[config.mk]
export PLATFORM = sky130hd
export DESIGN_NAME = dnn_stream_host
export DESIGN_NICKNAME = d
export VERILOG_FILES = /design/src/rtl/dnn_stream_host.sv
export SDC_FILE = /design/constraint.sdc
export NUM_CORES = 1
export LEC_CHECK = 0
export ABC_AREA = 1
export CORE_MARGIN = 2
export CORE_UTILIZATION = 47
export DETAILED_ROUTE_END_ITERATION = 8
export PLACE_DENSITY = 0.77
export SLEW_MARGIN = 10
export SYNTH_ARGS = -nofsm -noshare
export SYNTH_HDL_FRONTEND = slang
export SYNTH_SLANG_ARGS = --single-unit
[constraint.sdc]
create_clock -name clk -period 2.9 [get_ports clk]
set_input_delay 0.725 -clock clk [delete_from_list [all_inputs] [get_ports clk]]
set_output_delay 0.725 -clock clk [all_outputs]
set_load 0.1 [all_outputs]
[src/rtl/dnn_stream_host.sv]
// Host-side stream engine: transmits a memory buffer onto the src stream
// through a 2-entry skid FIFO and writes the received dst stream back to
// memory, one command at a time, with dst_last framing checked per command.
module dnn_stream_host #(
  parameter int DW = 32,
  parameter int AW = 16
) (
  input  logic          clk,
  input  logic          rst_n,
  input  logic          start,
  input  logic [AW-1:0] src_base,
  input  logic [11:0]   src_len,
  input  logic [AW-1:0] dst_base,
  input  logic [11:0]   dst_len,
  output logic          busy,
  output logic          done,
  output logic          err,
  output logic          mem_rd_en,
  output logic [AW-1:0] mem_rd_addr,
  input  logic [DW-1:0] mem_rd_data,
  output logic          mem_wr_en,
  output logic [AW-1:0] mem_wr_addr,
  output logic [DW-1:0] mem_wr_data,
  output logic          src_valid,
  output logic [DW-1:0] src_data,
  output logic          src_last,
  input  logic          src_ready,
  input  logic          dst_valid,
  input  logic [DW-1:0] dst_data,
  input  logic          dst_last,
  output logic          dst_ready
);

  typedef enum logic {IDLE = 1'b0, RUN = 1'b1} state_t;

  state_t        state_q, state_d;
  logic [AW-1:0] src_base_q, dst_base_q;
  logic [11:0]   src_len_q, dst_len_q;
  logic [11:0]   rd_cnt_q, tx_cnt_q, rx_cnt_q;
  logic          inflight_q;
  logic [1:0]    fifo_cnt_q;
  logic [DW-1:0] fifo0_q, fifo1_q;
  logic          wr_en_q;
  logic [AW-1:0] wr_addr_q;
  logic [DW-1:0] wr_data_q;
  logic          err_q;

  logic cmd_accept, all_done, rd_room;
  logic tx_pop, fifo_pop, fifo_push, rx_acc, rx_final;

  assign cmd_accept = (state_q == IDLE) && start;
  // A read is in flight for exactly one cycle; together with the FIFO the
  // number of words owned by the transmitter never exceeds two.
  assign rd_room    = ({1'b0, fifo_cnt_q} + {2'b00, inflight_q}) < 3'd2;

  // State register
  always_ff @(posedge clk or negedge rst_n) begin
    if (!rst_n) state_q <= IDLE;
    else        state_q <= state_d;
  end

  // Next-state: leave RUN once every word is moved and the last write issued
  always_comb begin
    state_d = state_q;
    case (state_q)
      IDLE:    if (start) state_d = RUN;
      RUN:     if (all_done) state_d = IDLE;
      default: state_d = IDLE;
    endcase
  end

  // FSM outputs: completion, busy, receive ready and read issue
  always_comb begin
    all_done  = (state_q == RUN) && (tx_cnt_q == src_len_q) &&
                (rx_cnt_q == dst_len_q) && !wr_en_q;
    busy      = (state_q == RUN);
    done      = all_done;
    dst_ready = (state_q == RUN) && (rx_cnt_q != dst_len_q);
    mem_rd_en = (state_q == RUN) && (rd_cnt_q != src_len_q) && rd_room;
  end

  // The word arriving from memory is presented directly when the FIFO is
  // empty, so the stream starts the cycle the read data becomes valid.
  assign src_valid   = (fifo_cnt_q != 2'd0) || inflight_q;
  assign src_data    = (fifo_cnt_q != 2'd0) ? fifo0_q :
                       (inflight_q ? mem_rd_data : '0);
  assign src_last    = src_valid && (tx_cnt_q == src_len_q - 12'd1);
  assign mem_rd_addr = src_base_q + AW'(rd_cnt_q);

  assign tx_pop    = src_valid && src_ready;
  assign fifo_pop  = tx_pop && (fifo_cnt_q != 2'd0);
  assign fifo_push = inflight_q && !(tx_pop && (fifo_cnt_q == 2'd0));
  assign rx_acc    = dst_valid && dst_ready;
  assign rx_final  = (rx_cnt_q == dst_len_q - 12'd1);

  assign mem_wr_en   = wr_en_q;
  assign mem_wr_addr = wr_addr_q;
  assign mem_wr_data = wr_data_q;
  assign err         = err_q;

  // Command latch, transfer counters, write-back register and framing flag
  always_ff @(posedge clk or negedge rst_n) begin
    if (!rst_n) begin
      src_base_q <= '0;
      dst_base_q <= '0;
      src_len_q  <= '0;
      dst_len_q  <= '0;
      rd_cnt_q   <= '0;
      tx_cnt_q   <= '0;
      rx_cnt_q   <= '0;
      inflight_q <= 1'b0;
      fifo_cnt_q <= '0;
      wr_en_q    <= 1'b0;
      wr_addr_q  <= '0;
      wr_data_q  <= '0;
      err_q      <= 1'b0;
    end else if (cmd_accept) begin
      src_base_q <= src_base;
      dst_base_q <= dst_base;
      src_len_q  <= src_len;
      dst_len_q  <= dst_len;
      rd_cnt_q   <= '0;
      tx_cnt_q   <= '0;
      rx_cnt_q   <= '0;
      inflight_q <= 1'b0;
      fifo_cnt_q <= '0;
      wr_en_q    <= 1'b0;
      err_q      <= 1'b0;
    end else begin
      inflight_q <= mem_rd_en;
      if (mem_rd_en) rd_cnt_q <= rd_cnt_q + 12'd1;
      if (tx_pop)    tx_cnt_q <= tx_cnt_q + 12'd1;
      fifo_cnt_q <= fifo_cnt_q - 2'(fifo_pop) + 2'(fifo_push);
      wr_en_q    <= rx_acc;
      if (rx_acc) begin
        wr_addr_q <= dst_base_q + AW'(rx_cnt_q);
        wr_data_q <= dst_data;
        rx_cnt_q  <= rx_cnt_q + 12'd1;
        if (dst_last != rx_final) err_q <= 1'b1;
      end
    end
  end

  // Skid FIFO storage: shift on pop, then fill the first free slot
  always_ff @(posedge clk) begin
    if (fifo_pop) fifo0_q <= fifo1_q;
    if (fifo_push) begin
      if ((fifo_cnt_q - 2'(fifo_pop)) == 2'd0) fifo0_q <= mem_rd_data;
      else                                     fifo1_q <= mem_rd_data;
    end
  end

endmodule

==> out/results.md, run 1 <==
| Item | This run | Unit |
|:---|:---|:---|
| Status | finished with violations | - |
| Violated checks | setup timing | - |
| Power per standard cell area | 1133 | nW/µm² |
| Arrival time worst endpoint | 2590 | ps |
| Number of H-tree levels | 1 | - |
| Leakage | 0.007568 | µW |
| Number of antenna violations at the first check in global routing | 3 | - |
| Power consumption | 18370 | µW |
| Maximum fanout along the worst path | 4 | - |
| Min Hold Slack | 209.8 | ps |
| Number of design-rule violations left by the first detailed-router iteration | 593 | - |
| Unrepaired setup endpoints after global routing | true | - |
| Flop-to-flop setup slack | 540 | ps |
| Total routing resource utilization after global routing | 24.34 | % |
| DRT Pass-1 Iters | 5 | - |
| Time the worst path needs with I/O delays and setup | 3317 | ps |
| Total die area | 24960 | µm² |
| Via/cell ratio | 5.153 | - |
| Buf/Inv on CP | 2 | - |
| Final weighted congestion in routability-driven placement | 0.8858 | - |
| Mean cell area of the mapped netlist | 7.714 | µm² |
| Critical Path End | mem_rd_addr[10] | - |
| Transition time at the pin with the least slew margin | 623.2 | ps |
| Category of cells accounting for the largest share of critical-path delay | compound AO/OA/AOI/OAI gates | - |
| Proportion of layout cells with a drive suffix above 1 | 21.08 | % |
| Number of maximum-capacitance constraint violations | 0 | - |
| # port buffers | 229 | - |
| Synthesized instance count | 1445 | - |
| Residual antenna-violating net count after detailed routing | 0 | - |
| Cell-by-cell trace of the critical path | ha_4 -> inv_4 -> fa_2 -> o21ai_4 -> a31oi_4 -> nor2_1 -> nor2_1 -> a21oi_2 -> xor2_4 -> buf_12 | - |
| Slowest Stage Delay on Critical Path | 400 | ps |
| Maximum vdd ir drop | 1348 | µV |
| Cts bufs inserted | 25 | - |
| Worst min-delay path class | input pin to asynchronous set/reset pin | - |
| Post-synthesis sequential area ratio | 47.14 | % |
| Total of warnings raised by yosys | 0 | - |
| Detailed-route DRC error count | 0 | - |
| Fin util | 69.28 | % |
| Commonest cells post-synth | sky130_fd_sc_hd__nand2_1 (539), sky130_fd_sc_hd__nor2_1 (152), sky130_fd_sc_hd__dfrtp_1 (146), sky130_fd_sc_hd__inv_1 (94), sky130_fd_sc_hd__a21oi_1 (74) | - |
| Total overflow reported by the global router | 0 | - |
| Clock tree from TritonCTS | built | - |
| Part of the cycle the worst path needs | 114.4 | % |
| Hold-fix buffer count after cts | 0 | - |
| Clock tree buffer depth | 3 | - |
| Via count | 10553 | - |
| R2R Path End | rx_cnt_q[9]$_DFFE_PN0P_ | - |
| Crit path depth | 10 | - |
| Site Rows | 56 | - |
| Fraction of post-synthesis cell area in the top cell type by area | 32.78 | % |
| Leading area contributor after synthesis | sky130_fd_sc_hd__dfrtp_1 | - |
| DP Worst Slack | -31.01 | ps |
| Critical path capture point type | output port | - |
| Highest-delay cell along the critical path | sky130_fd_sc_hd__dfrtp_2 | - |
| CP most frequent cell | sky130_fd_sc_hd__nor2_1 | - |
| Pin count of the biggest net entering global routing | 67 | - |
| Synth Cell Area | 11150 | µm² |
| Clock edge transition at the registers on the reported setup and hold paths | 60 | ps |
| Reg2Reg Depth | 12 | - |
| Die Y-Extent | 158 | µm |
| Worst Setup Start Kind | register | - |
| Most frequently used cell type in the post-synthesis netlist | sky130_fd_sc_hd__nand2_1 | - |
| Critical R2R Launch | dst_len_q[6]$_DFFE_PN0P_ | - |
| Synth Net Count | 1604 | - |
| I/O pin cnt | 230 | - |
| Data required time of the worst path | 2170 | ps |
| Final HPWL from detailed placement | 21230 | µm |
| Final Max Tran Viols | 0 | - |
| Post-detailed-routing wire length | 31150 | µm |
| Hold violation count in the final report | 0 | - |
| Cell at the root of the clock tree | sky130_fd_sc_hd__clkbuf_16 | - |
| Source-to-sink clock delay at the later pin of the worst-skew pair | 520 | ps |
| Critical path launch point | rd_cnt_q[0]$_DFFE_PN0P_ | - |
| Count of placed standard cells in the final layout, fillers left out | 2048 | - |
| Starting Density | 47.63 | % |
| Worst rel slew slack | 58.45 | % |
| Fmax achieved | 301.5 | MHz |
| Setup clock skew after layout | 12.55 | ps |
| Kind of critical path | register to output port | - |
| Core Area | 23400 | µm² |
| Wire length per cell | 15.21 | µm |
| Via count of the first global-routing pass | 10220 | - |
| Area overhead of the layout relative to synthesis | 45.45 | % |
| Overall die width | 158 | µm |
| Dominant cells by area after synthesis | sky130_fd_sc_hd__dfrtp_1 (33%), sky130_fd_sc_hd__nand2_1 (18%), sky130_fd_sc_hd__edfxtp_1 (8.6%), sky130_fd_sc_hd__dfxtp_1 (5.7%), sky130_fd_sc_hd__nor2_1 (5.1%) | - |
| Global-route wire length before repair | 49650 | µm |
| Share of flip-flops with an asynchronous set or reset | 69.52 | % |
| Library cells used by synthesis | 44 | - |
| Setup-failing EPs final | 13 | - |
| CTS Sinks | 210 | - |
| EDFF count, synth | 32 | - |
| Min setup slack post-route | -417.2 | ps |
| Main flop type after synthesis | sky130_fd_sc_hd__dfrtp_1 | - |
| Number of flip-flops and latches in the synthesized netlist | 210 | - |
| # placed instances | 1974 | - |
| Nets | 1870 | - |
-- power breakdown --
group / internal (µW) / total, µW / leakage [µW] / switching (µW)
clock network: 2050 / 3280 / 0.000431 / 1230
registers: 3790 / 4370 / 0.00229 / 576
logic: 3600 / 10700 / 0.00485 / 7130
-- through the flow --
stage / setup TNS (ps) / instance area [µm²]
global placement: 0 / 14720
global route: -3721 / 16210
detailed placement: -31.01 / 14720
finish: -2617 / 16210
CTS: -3036 / 15910
floorplan: -1045 / 11550
-- cell families (layout without fill, tap and decap cells) --
family          Yosys count  after routing  share of synthesized area [%]
other cells               0              2                              0
xor+xnor                 68             68                          5.343
fa+ha+maj                33             33                          3.839
compound gates          184            184                          9.204
buf+inv                 154            436                          5.949
flops                   210            210                          47.14
simple gates            796            796                          28.52
-- layer usage --
metal	share of wire [%]	track usage [%]	up-vias
met4	2.4	7.293	0
li1	-	-	5181
met1	43	32.20	4939
met2	47	39.71	366
met5	0	0	-
met3	8.0	5.886	67
-- worst min-delay path by stage --
| stage | startpoint | cells past startpoint | slack, ps | endpoint |
|---|---|---|---|---|
| global placement | fifo0_q[30]$_DFF_P_ | 2 | 460 | fifo0_q[30]$_DFF_P_ |
| global route | rst_n | 1 | 250 | src_base_q[3]$_DFFE_PN0P_ |
| detailed placement | mem_wr_data[20]$_DFFE_PN0P_ | 2 | 470 | mem_wr_data[20]$_DFFE_PN0P_ |
| finish | rst_n | 1 | 210 | src_base_q[3]$_DFFE_PN0P_ |
| floorplan | rst_n | 0 | 430 | busy$_DFF_PN0_ |
| CTS | rst_n | 1 | 220 | rd_cnt_q[3]$_DFFE_PN0P_ |
-- state kept, by name (all words and copies together), names as in the netlist --
name and count:
fifo0_q 32, dst_len_q 12, src_len_q 12, mem_wr_en 1, err 1, fifo1_q 32
src_base_q 16, rd_cnt_q 12, mem_wr_addr 16, fifo_cnt_q 2, rx_cnt_q 12, busy 1
mem_wr_data 32, tx_cnt_q 12, dst_base_q 16, inflight_q 1
-- final cells by class --
cell class | count | area [µm²]
Antenna cell | 2 | 5.005
Clock inverter | 11 | 158.9
Inverter | 99 | 382.9
Multi-Input combinational cell | 1081 | 6005
Fill cell | 1849 | 7189
Clock buffer | 32 | 701.9
Sequential cell | 210 | 5274
Tap cell | 319 | 399.1
Timing Repair Buffer | 294 | 3287
-- cells in the final DEF, fill, tap and decap left out, types with 37 or more instances in the layout --
cell type / synthesis / layout
sky130_fd_sc_hd__inv_1: 94 / 78
sky130_fd_sc_hd__dfrtp_1: 146 / 131
sky130_fd_sc_hd__buf_12: 1 / 60
sky130_fd_sc_hd__nand2_1: 539 / 533
sky130_fd_sc_hd__o21ai_0: 53 / 48
sky130_fd_sc_hd__xor2_1: 46 / 38
sky130_fd_sc_hd__a21oi_1: 74 / 37
sky130_fd_sc_hd__buf_4: 2 / 105
sky130_fd_sc_hd__nor2_1: 152 / 140
sky130_fd_sc_hd__clkdlybuf4s50_1: 0 / 124
sky130_fd_sc_hd__nand3_1: 57 / 52
-- what timing repair did --
action,CTS,global route
pin swaps,30,29
resized for setup,54,52
endpoints found under the setup margin,14,14
setup buffers,17,15
(Power assumes the default switching activity.)
==> run 2, diff against run 1 <==
- TNS_END_PERCENT: default -> 10
==> out/results.md, run 2 (synthesis results as in run 1) <==
| Item | This run | Unit | vs previous |
|:---|:---|:---|:---|
| Setup-failing EPs final | 13 | - | unchanged |
| # port buffers | 229 | - | unchanged |
| Maximum vdd ir drop | 1861 | µV | +38% |
| Cell at the root of the clock tree | sky130_fd_sc_hd__clkbuf_16 | - |  |
| Met3 Track Usage GR | 5.612 | % | -0.27 points |
| Commonest cells after routing, fill and taps aside | sky130_fd_sc_hd__nand2_1 (536), sky130_fd_sc_hd__nor2_1 (144), sky130_fd_sc_hd__dfrtp_1 (142), sky130_fd_sc_hd__clkdlybuf4s50_1 (124), sky130_fd_sc_hd__inv_1 (89) | - |  |
| Nets | 1844 | - | -1.4% |
| Number of fillers in the final layout | 1884 | - | +1.9% |
| Area overhead of the layout relative to synthesis | 39.50 | % |  |
| Status | finished with violations | - |  |
| Post-detailed-routing wire length | 30250 | µm | -2.9% |
| Total routing resource utilization after global routing | 23.65 | % | -0.69 points |
| Total overflow reported by the global router | 0 | - | unchanged |
| Number of antenna violations at the first check in global routing | 1 | - | -2 |
| Data required time of the worst path | 2170 | ps | about the same |
| Hold-fix buffer count after cts | 0 | - | unchanged |
| Residual antenna-violating net count after detailed routing | 0 | - | unchanged |
| Wire length per cell | 14.97 | µm | -1.6% |
| Part of the cycle the worst path needs | 113.6 | % | -0.74 points |
| Final HPWL from detailed placement | 21200 | µm | -0.11% |
| Met2 capacity usage during global routing | 38.63 | % | -1.1 points |
| Critical path capture point type | output port | - |  |
| Kind of critical path | register to output port | - |  |
| Arrival time worst endpoint | 2570 | ps | -20 ps |
| Via count | 10382 | - | -1.6% |
| Time the worst path needs with I/O delays and setup | 3296 | ps | -21.50 ps |
| Fmax achieved | 303.4 | MHz | +0.65% |
| Most common cell after layout, fill and taps aside | sky130_fd_sc_hd__nand2_1 | - |  |
| Leakage | 0.007415 | µW | -2.0% |
| Clock tree from TritonCTS | built | - |  |
| Detailed-route DRC error count | 0 | - | unchanged |
| Overall die width | 158 | µm | unchanged |
| DRT Pass-1 Iters | 8 | - | +3 |
| Violated checks | setup timing | - |  |
| Total die area | 24960 | µm² | unchanged |
| Via count of the first global-routing pass | 10026 | - | -1.9% |
| Final Max Tran Viols | 0 | - | unchanged |
| Setup total negative slack | -3012 | ps | -395.1 ps |
| Worst rel slew slack | 58.28 | % | -0.17 points |
| Maximum fanout along the worst path | 4 | - | unchanged |
| CTS Sinks | 210 | - | unchanged |
| Hold violation count in the final report | 0 | - | unchanged |
| Worst Setup Start Kind | register | - |  |
| Die Y-Extent | 158 | µm | unchanged |
| Number of maximum-capacitance constraint violations | 0 | - | unchanged |
| Starting Density | 47.63 | % | unchanged |
| Proportion of layout cells with a drive suffix above 1 | 15.40 | % | -5.7 points |
| Cts bufs inserted | 24 | - | -4.0% |
| Clock tree buffer depth | 3 | - | unchanged |
| Pin count of the biggest net entering global routing | 67 | - | unchanged |
| Min setup slack post-route | -395.7 | ps | +21.50 ps |
| Count of placed standard cells in the final layout, fillers left out | 2021 | - | -1.3% |
| Via/cell ratio | 5.137 | - | -0.31% |
| Worst min-delay path class | input pin to asynchronous set/reset pin | - |  |
| # placed instances | 1971 | - | -0.15% |
| I/O pin cnt | 230 | - | unchanged |
| Unrepaired setup endpoints after global routing | true | - |  |
| Global-route wire length before repair | 48290 | µm | -2.7% |
| Transition time at the pin with the least slew margin | 625.8 | ps | +2.601 ps |
| Clock edge transition at the registers on the reported setup and hold paths | 60 | ps | about the same |
| Setup clock skew after layout | 16.75 | ps | +4.208 ps |
| DP Worst Slack | -33.45 | ps | -2.439 ps |
| Global route hottest layer | met2 | - |  |
| Final weighted congestion in routability-driven placement | 0.9127 | - | +3.0% |
| Routing usage on met1 | 31.50 | % | -0.70 points |
| Number of H-tree levels | 1 | - | unchanged |
| Power per standard cell area | 1148 | nW/µm² | +1.3% |
| Site Rows | 56 | - | unchanged |
| Number of design-rule violations left by the first detailed-router iteration | 683 | - | +15% |
| Core Area | 23400 | µm² | unchanged |
| Source-to-sink clock delay at the later pin of the worst-skew pair | 520 | ps | about the same |
run 2: changes by cell type in the layout (fill, tap and decap cells not counted), moves of 11 or more:
cell / previous run / this run
sky130_fd_sc_hd__a21oi_1: 37 / 69
sky130_fd_sc_hd__a21oi_2: 34 / 5
sky130_fd_sc_hd__buf_4: 105 / 86
sky130_fd_sc_hd__dfrtp_1: 131 / 142
sky130_fd_sc_hd__dfrtp_2: 15 / 4
sky130_fd_sc_hd__inv_1: 78 / 89
run 2: through the flow:
stage          cell area, µm²  util, %  total power [µW]  hold WS, ps
5_1_grt                 15550    66.45             18690        232.9
2_1_floorplan           11370        -             11060        429.4
3_5_place_dp            14500    61.95             14540        467.6
6_report                15550    66.45             17860        191.4
4_1_cts                 15420    65.90             17870        223.4
3_3_place_gp            14500    61.95             14390        459.4
run 2: critical path, stage by stage (launching register included):
cell	delay, ps
sky130_fd_sc_hd__dfrtp_2	390
sky130_fd_sc_hd__ha_4	150
sky130_fd_sc_hd__inv_4	30
sky130_fd_sc_hd__fa_2	360
sky130_fd_sc_hd__o21ai_4	220
sky130_fd_sc_hd__a31oi_4	120
sky130_fd_sc_hd__nor2_1	110
sky130_fd_sc_hd__nor2_1	60
sky130_fd_sc_hd__a21oi_2	210
sky130_fd_sc_hd__xor2_4	190
sky130_fd_sc_hd__buf_12	190
run 2: metal layers:
layer	wire length (µm)	vias up
li1	-	5115
met2	14160	342
met1	13030	4875
met3	2286	50
met5	0	-
met4	773	0
run 2: area by class of cell:
class                   instances  area (µm²)  area share [%]
diodes                          1       2.502         0.01609
clock buffers                  35       733.2           4.715
clock inverters                 7       112.6          0.7242
inverters                      99       375.4           2.414
multi-input cells            1081        5608           36.06
flip-flops and latches        210        5260           33.83
well taps                     319       399.1           2.567
repair buffers                269        3059           19.67
run 2: worst paths after layout:
| path | start | to | slack (ps) | cells past startpoint |
|---|---|---|---|---|
| worst max-delay path | rd_cnt_q[0]$_DFFE_PN0P_ | mem_rd_addr[10] | -400 | 10 |
| worst min-delay path | rst_n | src_base_q[4]$_DFFE_PN0P_ | 190 | 1 |
| worst max register to register | rx_cnt_q[0]$_DFFE_PN0P_ | mem_wr_addr[12]$_DFFE_PN0P_ | 540 | 13 |
| worst min register to register | mem_wr_data[20]$_DFFE_PN0P_ | mem_wr_data[20]$_DFFE_PN0P_ | 480 | 2 |
| max in group asynchronous | rst_n | mem_wr_data[1]$_DFFE_PN0P_ | 2000 | 2 |
| min in group clk | mem_wr_data[20]$_DFFE_PN0P_ | mem_wr_data[20]$_DFFE_PN0P_ | 480 | 2 |
run 2: repair_timing:
| item | 4_1_cts | 5_1_grt |
|---|---|---|
| cloned | 0 | 0 |
| setup endpoints to repair | 13 | 17 |
| gates resized for setup | 14 | 24 |
| pin swaps | 7 | 8 |
| setup buffers | 3 | 4 |
run 2: where the power goes:
part | internal [µW] | leakage [µW] | switching (µW)
Sequential | 3790 | 0.00230 | 558
Clock | 2010 | 0.000416 | 1210
Combinational | 3360 | 0.00470 | 6940
